## src/rtl/dmem_arbiter.sv

```systemverilog
// ---------------------------------------------------------------------------
// dmem_arbiter
// Shares one synchronous data-memory port between the core load/store path
// (port C) and an external debug/DMA master (port D). Each access goes
// through IDLE -> ACCESS -> [WAIT] -> RESP, with one access in flight at a
// time. The core is stalled combinationally until its own access completes.
//
// Ports
//   clk, rst                 clock, asynchronous active-high reset
//   c_req/c_we/c_addr/
//   c_wdata/c_wmask          core command, held stable until c_done
//   c_stall                  c_req & ~c_done
//   c_done, c_rdata          one-cycle completion pulse, load data with it
//   d_req/d_we/d_addr/
//   d_wdata/d_wmask          external master command, held until d_done
//   d_done, d_rdata          one-cycle completion pulse, load data with it
//   m_en/m_we/m_addr/
//   m_wdata/m_wmask          RAM strobe and command, non-zero only in ACCESS
//   m_rdata                  RAM read data, valid LAT cycles after m_en
// ---------------------------------------------------------------------------
module dmem_arbiter #(
   parameter int AW  = 32,
   parameter int DW  = 32,
   parameter int LAT = 1
) (
   input  logic            clk,
   input  logic            rst,
   input  logic            c_req,
   input  logic            c_we,
   input  logic [AW-1:0]   c_addr,
   input  logic [DW-1:0]   c_wdata,
   input  logic [DW/8-1:0] c_wmask,
   output logic            c_stall,
   output logic            c_done,
   output logic [DW-1:0]   c_rdata,
   input  logic            d_req,
   input  logic            d_we,
   input  logic [AW-1:0]   d_addr,
   input  logic [DW-1:0]   d_wdata,
   input  logic [DW/8-1:0] d_wmask,
   output logic            d_done,
   output logic [DW-1:0]   d_rdata,
   output logic            m_en,
   output logic            m_we,
   output logic [AW-1:0]   m_addr,
   output logic [DW-1:0]   m_wdata,
   output logic [DW/8-1:0] m_wmask,
   input  logic [DW-1:0]   m_rdata
);

   localparam int MW = DW / 8;
   localparam logic OWN_C = 1'b0;
   localparam logic OWN_D = 1'b1;
   localparam logic [2:0] LAST_WAIT = 3'(LAT - 1);

   typedef enum logic [1:0] {
      S_IDLE,
      S_ACCESS,
      S_WAIT,
      S_RESP
   } state_t;

   state_t          state;
   state_t          state_nxt;
   logic [2:0]      wait_cnt;
   logic [2:0]      wait_cnt_nxt;
   logic            last_owner;
   logic            owner;
   logic            accept;
   logic            pick_d;
   logic            capture;
   logic            cmd_we;
   logic [AW-1:0]   cmd_addr;
   logic [DW-1:0]   cmd_wdata;
   logic [MW-1:0]   cmd_wmask;
   logic [DW-1:0]   rdata_q;

   // Next-state and grant decision. On a tie the port that did not own the
   // previous access wins; last_owner resets to D so the core wins the first
   // tie after reset.
   always_comb begin
      state_nxt    = state;
      wait_cnt_nxt = wait_cnt;
      accept       = 1'b0;
      pick_d       = 1'b0;
      case (state)
         S_IDLE: begin
            if (c_req || d_req) begin
               accept    = 1'b1;
               pick_d    = d_req && (!c_req || (last_owner == OWN_C));
               state_nxt = S_ACCESS;
            end
         end
         S_ACCESS: begin
            wait_cnt_nxt = '0;
            state_nxt    = cmd_we ? S_RESP : S_WAIT;
         end
         S_WAIT: begin
            if (wait_cnt == LAST_WAIT) begin
               state_nxt = S_RESP;
            end else begin
               wait_cnt_nxt = wait_cnt + 3'd1;
            end
         end
         S_RESP: begin
            state_nxt = S_IDLE;
         end
         default: begin
            state_nxt = S_IDLE;
         end
      endcase
   end

   assign capture = (state == S_WAIT) && (wait_cnt == LAST_WAIT);

   // State, latched command and captured read data. The read-data register
   // is cleared on every grant so a write responds with zero data.
   always_ff @(posedge clk or posedge rst) begin
      if (rst) begin
         state      <= S_IDLE;
         wait_cnt   <= '0;
         last_owner <= OWN_D;
         owner      <= OWN_C;
         cmd_we     <= 1'b0;
         cmd_addr   <= '0;
         cmd_wdata  <= '0;
         cmd_wmask  <= '0;
         rdata_q    <= '0;
      end else begin
         state    <= state_nxt;
         wait_cnt <= wait_cnt_nxt;
         if (accept) begin
            owner     <= pick_d;
            cmd_we    <= pick_d ? d_we    : c_we;
            cmd_addr  <= pick_d ? d_addr  : c_addr;
            cmd_wdata <= pick_d ? d_wdata : c_wdata;
            cmd_wmask <= pick_d ? d_wmask : c_wmask;
            rdata_q   <= '0;
         end
         if (capture) begin
            rdata_q <= m_rdata;
         end
         if (state == S_RESP) begin
            last_owner <= owner;
         end
      end
   end

   // Outputs decode straight from the state register, so an asynchronous
   // reset drops m_en and both done pulses immediately.
   always_comb begin
      m_en    = (state == S_ACCESS);
      m_we    = m_en && cmd_we;
      m_addr  = m_en ? cmd_addr  : '0;
      m_wdata = m_en ? cmd_wdata : '0;
      m_wmask = m_en ? cmd_wmask : '0;
      c_done  = (state == S_RESP) && (owner == OWN_C);
      d_done  = (state == S_RESP) && (owner == OWN_D);
      c_rdata = c_done ? rdata_q : '0;
      d_rdata = d_done ? rdata_q : '0;
      c_stall = c_req && !c_done;
   end

endmodule

```

## config.mk

```make
export PLATFORM = sky130hd
export DESIGN_NAME = dmem_arbiter
export DESIGN_NICKNAME = d
export VERILOG_FILES = /design/src/rtl/dmem_arbiter.sv
export SDC_FILE = /design/constraint.sdc
export NUM_CORES = 1
export LEC_CHECK = 0
export BUFFER_PORTS_ARGS = -buffer_cell sky130_fd_sc_hd__buf_2
export CORE_MARGIN = 2
export CORE_UTILIZATION = 42
export DETAILED_ROUTE_END_ITERATION = 12
export PLACE_DENSITY = 0.77
export SLEW_MARGIN = 20
export SYNTH_ARGS = -nofsm -noshare
export SYNTH_HDL_FRONTEND = slang
export SYNTH_SLANG_ARGS = --single-unit
```

## constraint.sdc

```tcl
create_clock -name clk -period 2.7 [get_ports clk]
set_input_delay 0 -clock clk [delete_from_list [all_inputs] [get_ports clk]]
set_output_delay 0 -clock clk [all_outputs]
set_load 0.1 [all_outputs]
```

==> flow_summary.yaml, run 1 <==
run_status:
  outcome: "finished clean"
floorplanning:
  die_h_um: 124
  placeableCoreArea_mm2: 0.0140
  die-area_mm2: 0.0155
  start_util: 0.433
  die_width_um: 124
  row_count: 43
  design.portCount: 311
finish:
  drive_above_1_share: 0.323
  final_cell_area_mm2: 0.0101
  syn_to_final_growth_pct: 66.6
  filler_cell_count: 942
  finish.cell_count_without_fillers: 1263
  final_layout_net_count: 1258
  n_antenna_cell: 0
yosys:
  cell_area_after_synthesis_mm2: 0.00609
  synth.area.mux_share: 0.00535
  synth_area_per_cell_um2: 9.28
  synth-simple-area-share: 0.294
  synth_enable_flop_cells: 0
  synthesized_area_fraction_occupied_by_xor_and_xnor_cells: 0
  synth.ff_latch_count: 108
  yosys.area.top_type_share: 0.440
  synthTopCellsByCount: "sky130_fd_sc_hd__dfrtp_1, sky130_fd_sc_hd__and2_1, sky130_fd_sc_hd__nor2_1, sky130_fd_sc_hd__o21ai_0"
  synth.top_cells.by_area: "sky130_fd_sc_hd__dfrtp_1, sky130_fd_sc_hd__and2_1, sky130_fd_sc_hd__or3b_1, sky130_fd_sc_hd__a31oi_1, sky130_fd_sc_hd__o21ai_0"
  yosysWarningCount: 0
  synth_largest_area_cell: "sky130_fd_sc_hd__dfrtp_1"
  async_flop_share: 1.00
  post_synthesis_compound_gate_area_fraction: 0.184
  synthAdderAreaFrac: 0.0123
  seq_area_frac_synth: 0.444
  syn-num-nets: 836
  synth_top_family_by_area: "simple AND/OR/NAND/NOR gates"
  yosysMostFrequentCell: "sky130_fd_sc_hd__dfrtp_1"
  post_synth_inst_count: 656
  netlist-cell-type-count: 30
  ys.flop_type: "sky130_fd_sc_hd__dfrtp_1"
timing:
  timing.final.max_slew_violations: 0
  finalHoldWorstSlack_ns: 0.00948
  tightestPinTransition_ns: 0.804
  setup_repair_after_global_routing_missed_its_margin: "no"
  worst_slew_margin_rel: 0.463
  period_minus_slack_ns: 2.48
  totalNegativeSetupSlack_ns: 0
  final-setup-viol-count: 0
  fin_skew_ns: 0.00681
  timing.final.hold_violations: 0
  max_freq_mhz: 404
  timing.final.crit_share: 0.917
grt:
  grt_pass1_vias: 6833
  grtUsageTotal: 0.274
  grt_pass1_wl_mm: 34.6
  globalRoute.totalOverflow: 0
  largest_net_degree_at_the_start_of_global_routing: 99
  antenna_found_initial: 0
worst_hold_path:
  min_from: "d_wdata[1]"
  hold-path-cell-count: 3
  hold_path.class: "in2reg"
  whs_endpoint: "cmd_wdata[1]$_DFFE_PP0P_"
clocking:
  cts-buffers-inserted: 9
  clk_lat_worst_skew_ns: 0.35
  post_cts_buffers: 0
  clk_path_buf_depth: 2
  cts_sinks: 108
  cts_tree: "yes"
  htree_num_levels: 3
  clk_root_buffer_cell: "sky130_fd_sc_hd__clkbuf_16"
  path_clk_slew_ns: 0.07
placement:
  finalWeightedCongestion: 0.860
  port_buffers: 310
  dpl.cell_count: 1091
  placed_cell_areas_mm2: 0.00818
  detailed_place_hpwl_mm: 12.7
worst_setup_path:
  cp.arrival_ns: 2.76
  r2r_cells: 7
  setup.worst_path.class: "reg2reg"
  cp-start-kind: "register"
  critPathRequiredTime_ns: 2.98
  r2r_start: "state[0]$_DFFE_PP0P_"
  r2r-end: "cmd_addr[7]$_DFFE_PP0P_"
  reg2reg_setup_slack_ns: 0.22
  crit_path_max_fanout: 44
  worst_setup_path_end_kind: "register"
detailed_routing:
  routed-via-count: 6892
  post_drt_wl_per_cell_um: 17.5
  routed_via_density: 5.46
  ant_nets: 0
  drt_iter0_drc: 394
  detail_route.first_pass.iterations: 5
  routed_wl_mm: 22.1
  detail_route.drc_violations: 0
power:
  total_leakage_power_nw: 4.84
  power-per-cell-area_mw_per_mm2: 1420
  power.ir.vdd_worst_mv: 0.932
run:
  max_cap_violations: 0
state kept, by name (all words and copies together), names as in the netlist:
name	count
wait_cnt	3
cmd_wmask	4
last_owner	1
cmd_wdata	32
owner	1
rdata_q	32
cmd_addr	32
cmd_we	1
state	2
power by group:
group          internal [mW]  switching [mW]  total, mW  leakage (nW)
combinational           2.79            7.18       9.98          3.41
sequential              2.38           0.447       2.83          1.26
clock                  0.957           0.591       1.55         0.173
total                   6.13            8.22       14.4          4.84
per-layer routing:
metal  GRT usage  wire length, um  vias up
li1            -                -     3171
met1       0.309             8150     3260
met2       0.494            11400      390
met3      0.0554             1670       71
met4       0.132              879        0
met5           0                0        -
cell usage in the layout, fill, tap and decap left out, types with 2 or more instances in the layout:
cell type                         n
sky130_fd_sc_hd__buf_2          277
sky130_fd_sc_hd__dlygate4sd3_1  154
sky130_fd_sc_hd__dfrtp_1        107
sky130_fd_sc_hd__and2_1         102
sky130_fd_sc_hd__nor2_1          71
sky130_fd_sc_hd__o21ai_0         71
sky130_fd_sc_hd__or3b_1          69
sky130_fd_sc_hd__a31oi_1         69
sky130_fd_sc_hd__buf_12          36
sky130_fd_sc_hd__a22o_1          33
sky130_fd_sc_hd__and3_1          32
sky130_fd_sc_hd__clkbuf_16       10
sky130_fd_sc_hd__buf_4            9
sky130_fd_sc_hd__inv_1            5
sky130_fd_sc_hd__ha_1             4
sky130_fd_sc_hd__bufinv_16        3
sky130_fd_sc_hd__nand2b_1         2
sky130_fd_sc_hd__nand3_1          2
sky130_fd_sc_hd__nand2_1          2
sky130_fd_sc_hd__nor2b_1          2
sky130_fd_sc_hd__mux2_2           2
sky130_fd_sc_hd__clkbuf_8         2
stage by stage:
| stage | util | power (mW) | worst slack (ns) |
|---|---|---|---|
| after global routing | 0.722 | 15.0 | 0.0859 |
| after global placement | 0.582 | 11.6 | 0.664 |
| after floorplan | - | 9.98 | 0.0689 |
| final | 0.722 | 14.4 | 0.224 |
| after detailed placement | 0.582 | 11.7 | 0.576 |
| after CTS | 0.717 | 14.1 | 0.0387 |
cell type report:
class                           count  area [um^2]  area share
Clock buffer                       12          256      0.0253
Multi-Input combinational cell    475         3060       0.302
Clock inverter                      4         95.1     0.00938
Tap cell                          180          225      0.0222
Timing Repair Buffer              478         3770       0.372
Sequential cell                   108         2700       0.267
Inverter                            6         26.3     0.00259
critical path: stages (launching register included):
cell and delay (ns):
sky130_fd_sc_hd__dfrtp_1 0.42, sky130_fd_sc_hd__inv_1 0.15, sky130_fd_sc_hd__ha_4 0.24, sky130_fd_sc_hd__nand2_8 0.16
sky130_fd_sc_hd__buf_16 0.22, sky130_fd_sc_hd__or3b_1 0.36, sky130_fd_sc_hd__a31oi_1 0.22, sky130_fd_sc_hd__dlygate4sd3_1 0.60
what timing repair did:
item	in CTS	in global routing
gates resized for setup	0	4
setup endpoints to repair	0	35
hold endpoints to repair	132	0
hold buffers	154	0
kinds of logic (layout without fill, tap and decap cells):
logic type / count (synthesis) / in the layout
fa+ha+maj: 6 / 6
buf+inv: 74 / 500
mux: 3 / 3
compound gates: 178 / 178
simple gates: 287 / 288
flops: 108 / 108
worst max-delay path by stage:
| stage | depth (start not counted) | from | to |
|---|---|---|---|
| after floorplan | 5 | state[1]$_DFFE_PP0P_ | state[0]$_DFFE_PP0P_ |
| after global placement | 6 | state[0]$_DFFE_PP0P_ | cmd_addr[12]$_DFFE_PP0P_ |
| after detailed placement | 6 | state[0]$_DFFE_PP0P_ | cmd_wdata[28]$_DFFE_PP0P_ |
| after CTS | 7 | state[0]$_DFFE_PP0P_ | cmd_wdata[28]$_DFFE_PP0P_ |
| after global routing | 7 | state[0]$_DFFE_PP0P_ | cmd_addr[7]$_DFFE_PP0P_ |
| final | 7 | state[0]$_DFFE_PP0P_ | cmd_addr[7]$_DFFE_PP0P_ |
Power figures use the tool's default switching activity.
==> run 2, diff against run 1 <==
--- a/config.mk
+++ b/config.mk
@@ -10,6 +10,7 @@
 export CORE_UTILIZATION = 42
 export DETAILED_ROUTE_END_ITERATION = 12
 export PLACE_DENSITY = 0.77
+export RECOVER_POWER = 100
 export SLEW_MARGIN = 20
 export SYNTH_ARGS = -nofsm -noshare
 export SYNTH_HDL_FRONTEND = slang
==> flow_summary.yaml, run 2 (synthesized netlist as in run 1, its figures left out) <==
timing:
  totalNegativeSetupSlack_ns: 0
  setup_repair_after_global_routing_missed_its_margin: "no"
  final-setup-viol-count: 0
  timing.final.hold_violations: 0
  timing.final.crit_share: 0.934
  fin_skew_ns: 0.00644
  timing.final.max_slew_violations: 34
  worst_slew_margin_rel: -0.0392
  max_freq_mhz: 397
  period_minus_slack_ns: 2.52
  tightestPinTransition_ns: 1.55
grt:
  grt_pass1_wl_mm: 34.6
  antenna_found_initial: 0
  grtUsageTotal: 0.274
  largest_net_degree_at_the_start_of_global_routing: 99
  grt_pass1_vias: 6833
  globalRoute.totalOverflow: 0
finish:
  final_cell_area_mm2: 0.0101
  syn_to_final_growth_pct: 65.6
  regArea_mm2: 0.00270
  area_of_the_multi_input_gates_mm2: 0.00305
  mostFrequentLayoutCell: "sky130_fd_sc_hd__buf_2"
  final_layout_net_count: 1258
  drive_above_1_share: 0.315
  top_library_cells_by_usage_in_the_layout_fill_and_taps_aside: "sky130_fd_sc_hd__buf_2, sky130_fd_sc_hd__dlygate4sd3_1, sky130_fd_sc_hd__dfrtp_1"
  filler_cell_count: 955
  n_antenna_cell: 0
  layout_top_registers: "cmd_addr x32, cmd_wdata x32, rdata_q x32"
detailed_routing:
  post_drt_wl_per_cell_um: 17.5
  routed_via_density: 5.41
  detail_route.first_pass.iterations: 5
  routed-via-count: 6839
  drt_iter0_drc: 447
  routed_wl_mm: 22.1
  ant_nets: 0
  detail_route.drc_violations: 0
power:
  total_leakage_power_nw: 4.70
  p_comb_frac: 0.694
  p_clk_frac: 0.108
  power.ir.vdd_worst_mv: 0.932
  pint_mw: 6.06
  switching_power_mw: 8.24
  power-per-cell-area_mw_per_mm2: 1420
  share_seq_of_total_power: 0.198
  netSwitchingFraction: 0.576
floorplanning:
  design.portCount: 311
  row_count: 43
  die_h_um: 124
  start_util: 0.433
  placeableCoreArea_mm2: 0.0140
  die-area_mm2: 0.0155
  die_width_um: 124
worst_hold_path:
  min_from: "d_wdata[1]"
  whs_endpoint: "cmd_wdata[1]$_DFFE_PP0P_"
  hold_path.class: "in2reg"
  hold-path-cell-count: 3
run_status:
  outcome: "finished with violations"
  failed_checks: "capacitance limit, slew limit"
placement:
  finalWeightedCongestion: 0.860
  port_buffers: 310
  detailed_place_hpwl_mm: 12.7
  placed_cell_areas_mm2: 0.00818
worst_setup_path:
  setup.worst_path.class: "reg2reg"
  crit_path_max_fanout: 44
  r2r_cells: 7
  reg2reg_setup_slack_ns: 0.18
  r2r_start: "state[0]$_DFFE_PP0P_"
  cp-start-kind: "register"
  cp.arrival_ns: 2.80
  critPathRequiredTime_ns: 2.98
  worst_setup_path_end_kind: "register"
  r2r-end: "cmd_wdata[28]$_DFFE_PP0P_"
clocking:
  cts_tree: "yes"
  clk_lat_worst_skew_ns: 0.35
  htree_num_levels: 3
  cts-buffers-inserted: 9
  clk_root_buffer_cell: "sky130_fd_sc_hd__clkbuf_16"
  clk_path_buf_depth: 2
  path_clk_slew_ns: 0.07
  cts_sinks: 108
  post_cts_buffers: 0
run:
  max_cap_violations: 1
-- run 2: cell count changes in the layout (fill, tap and decap cells not counted), sizes merged --
cell    before  now
buf        323  215
clkbuf      13  121
-- run 2: power groups by stage --
stage                     Combinational, mW  Clock [mW]  Sequential, mW
after global placement                 8.80           0            2.78
after CTS                              9.74        1.58            2.79
final                                  9.93        1.54            2.83
after floorplan                        7.30           0            2.67
after detailed placement               8.88           0            2.82
after global routing                   10.4        1.64            2.91
-- run 2: worst max path at each step --
stage	startpoint	to	slack [ns]	depth (start not counted)
after floorplan	state[1]$_DFFE_PP0P_	state[0]$_DFFE_PP0P_	0.07	5
after global placement	state[0]$_DFFE_PP0P_	cmd_addr[12]$_DFFE_PP0P_	0.66	6
after detailed placement	state[0]$_DFFE_PP0P_	cmd_wdata[28]$_DFFE_PP0P_	0.58	6
after CTS	state[0]$_DFFE_PP0P_	cmd_wdata[28]$_DFFE_PP0P_	0.04	7
after global routing	state[0]$_DFFE_PP0P_	cmd_addr[7]$_DFFE_PP0P_	0.07	7
final	state[0]$_DFFE_PP0P_	cmd_wdata[28]$_DFFE_PP0P_	0.18	7
-- run 2: area by class of cell --
class	count	area share
repair buffers	478	0.369
multi-input cells	475	0.303
flip-flops and latches	108	0.268
clock buffers	12	0.0254
well taps	180	0.0223
clock inverters	4	0.00943
inverters	6	0.00236
-- run 2: timing repair --
item | CTS | global route
resized for setup | 0 | 4
endpoints found under the setup margin | 0 | 35
endpoints found under the hold margin | 132 | 0
hold buffers | 154 | 0
-- run 2: worst max-delay path: stages, from the launching register on --
cell and delay, ns:
sky130_fd_sc_hd__dfrtp_1 0.42, sky130_fd_sc_hd__inv_1 0.15, sky130_fd_sc_hd__ha_4 0.24, sky130_fd_sc_hd__nand2_8 0.15
sky130_fd_sc_hd__buf_6 0.24, sky130_fd_sc_hd__or3b_1 0.40, sky130_fd_sc_hd__a31oi_1 0.22, sky130_fd_sc_hd__dlygate4sd3_1 0.60
-- run 2: through the flow --
stage          total power [mW]  hold WS [ns]  instances  utilization  setup WS, ns
5_1_grt                    14.9        0.0106       1263        0.718        0.0652
3_3_place_gp               11.6         0.175       1091        0.582         0.664
2_1_floorplan              9.98         0.140        656            -        0.0689
6_report                   14.3        0.0101       1263        0.718         0.179
4_1_cts                    14.1      0.000828       1261        0.717        0.0387
3_5_place_dp               11.7         0.183       1091        0.582         0.576
-- run 2: metal layers --
| metal | up-vias | wire, um | global-route usage |
|---|---|---|---|
| li1 | 3173 | - | - |
| met1 | 3245 | 8320 | 0.309 |
| met2 | 355 | 11300 | 0.494 |
| met3 | 66 | 1570 | 0.0554 |
| met4 | 0 | 854 | 0.132 |
| met5 | - | 0 | 0 |
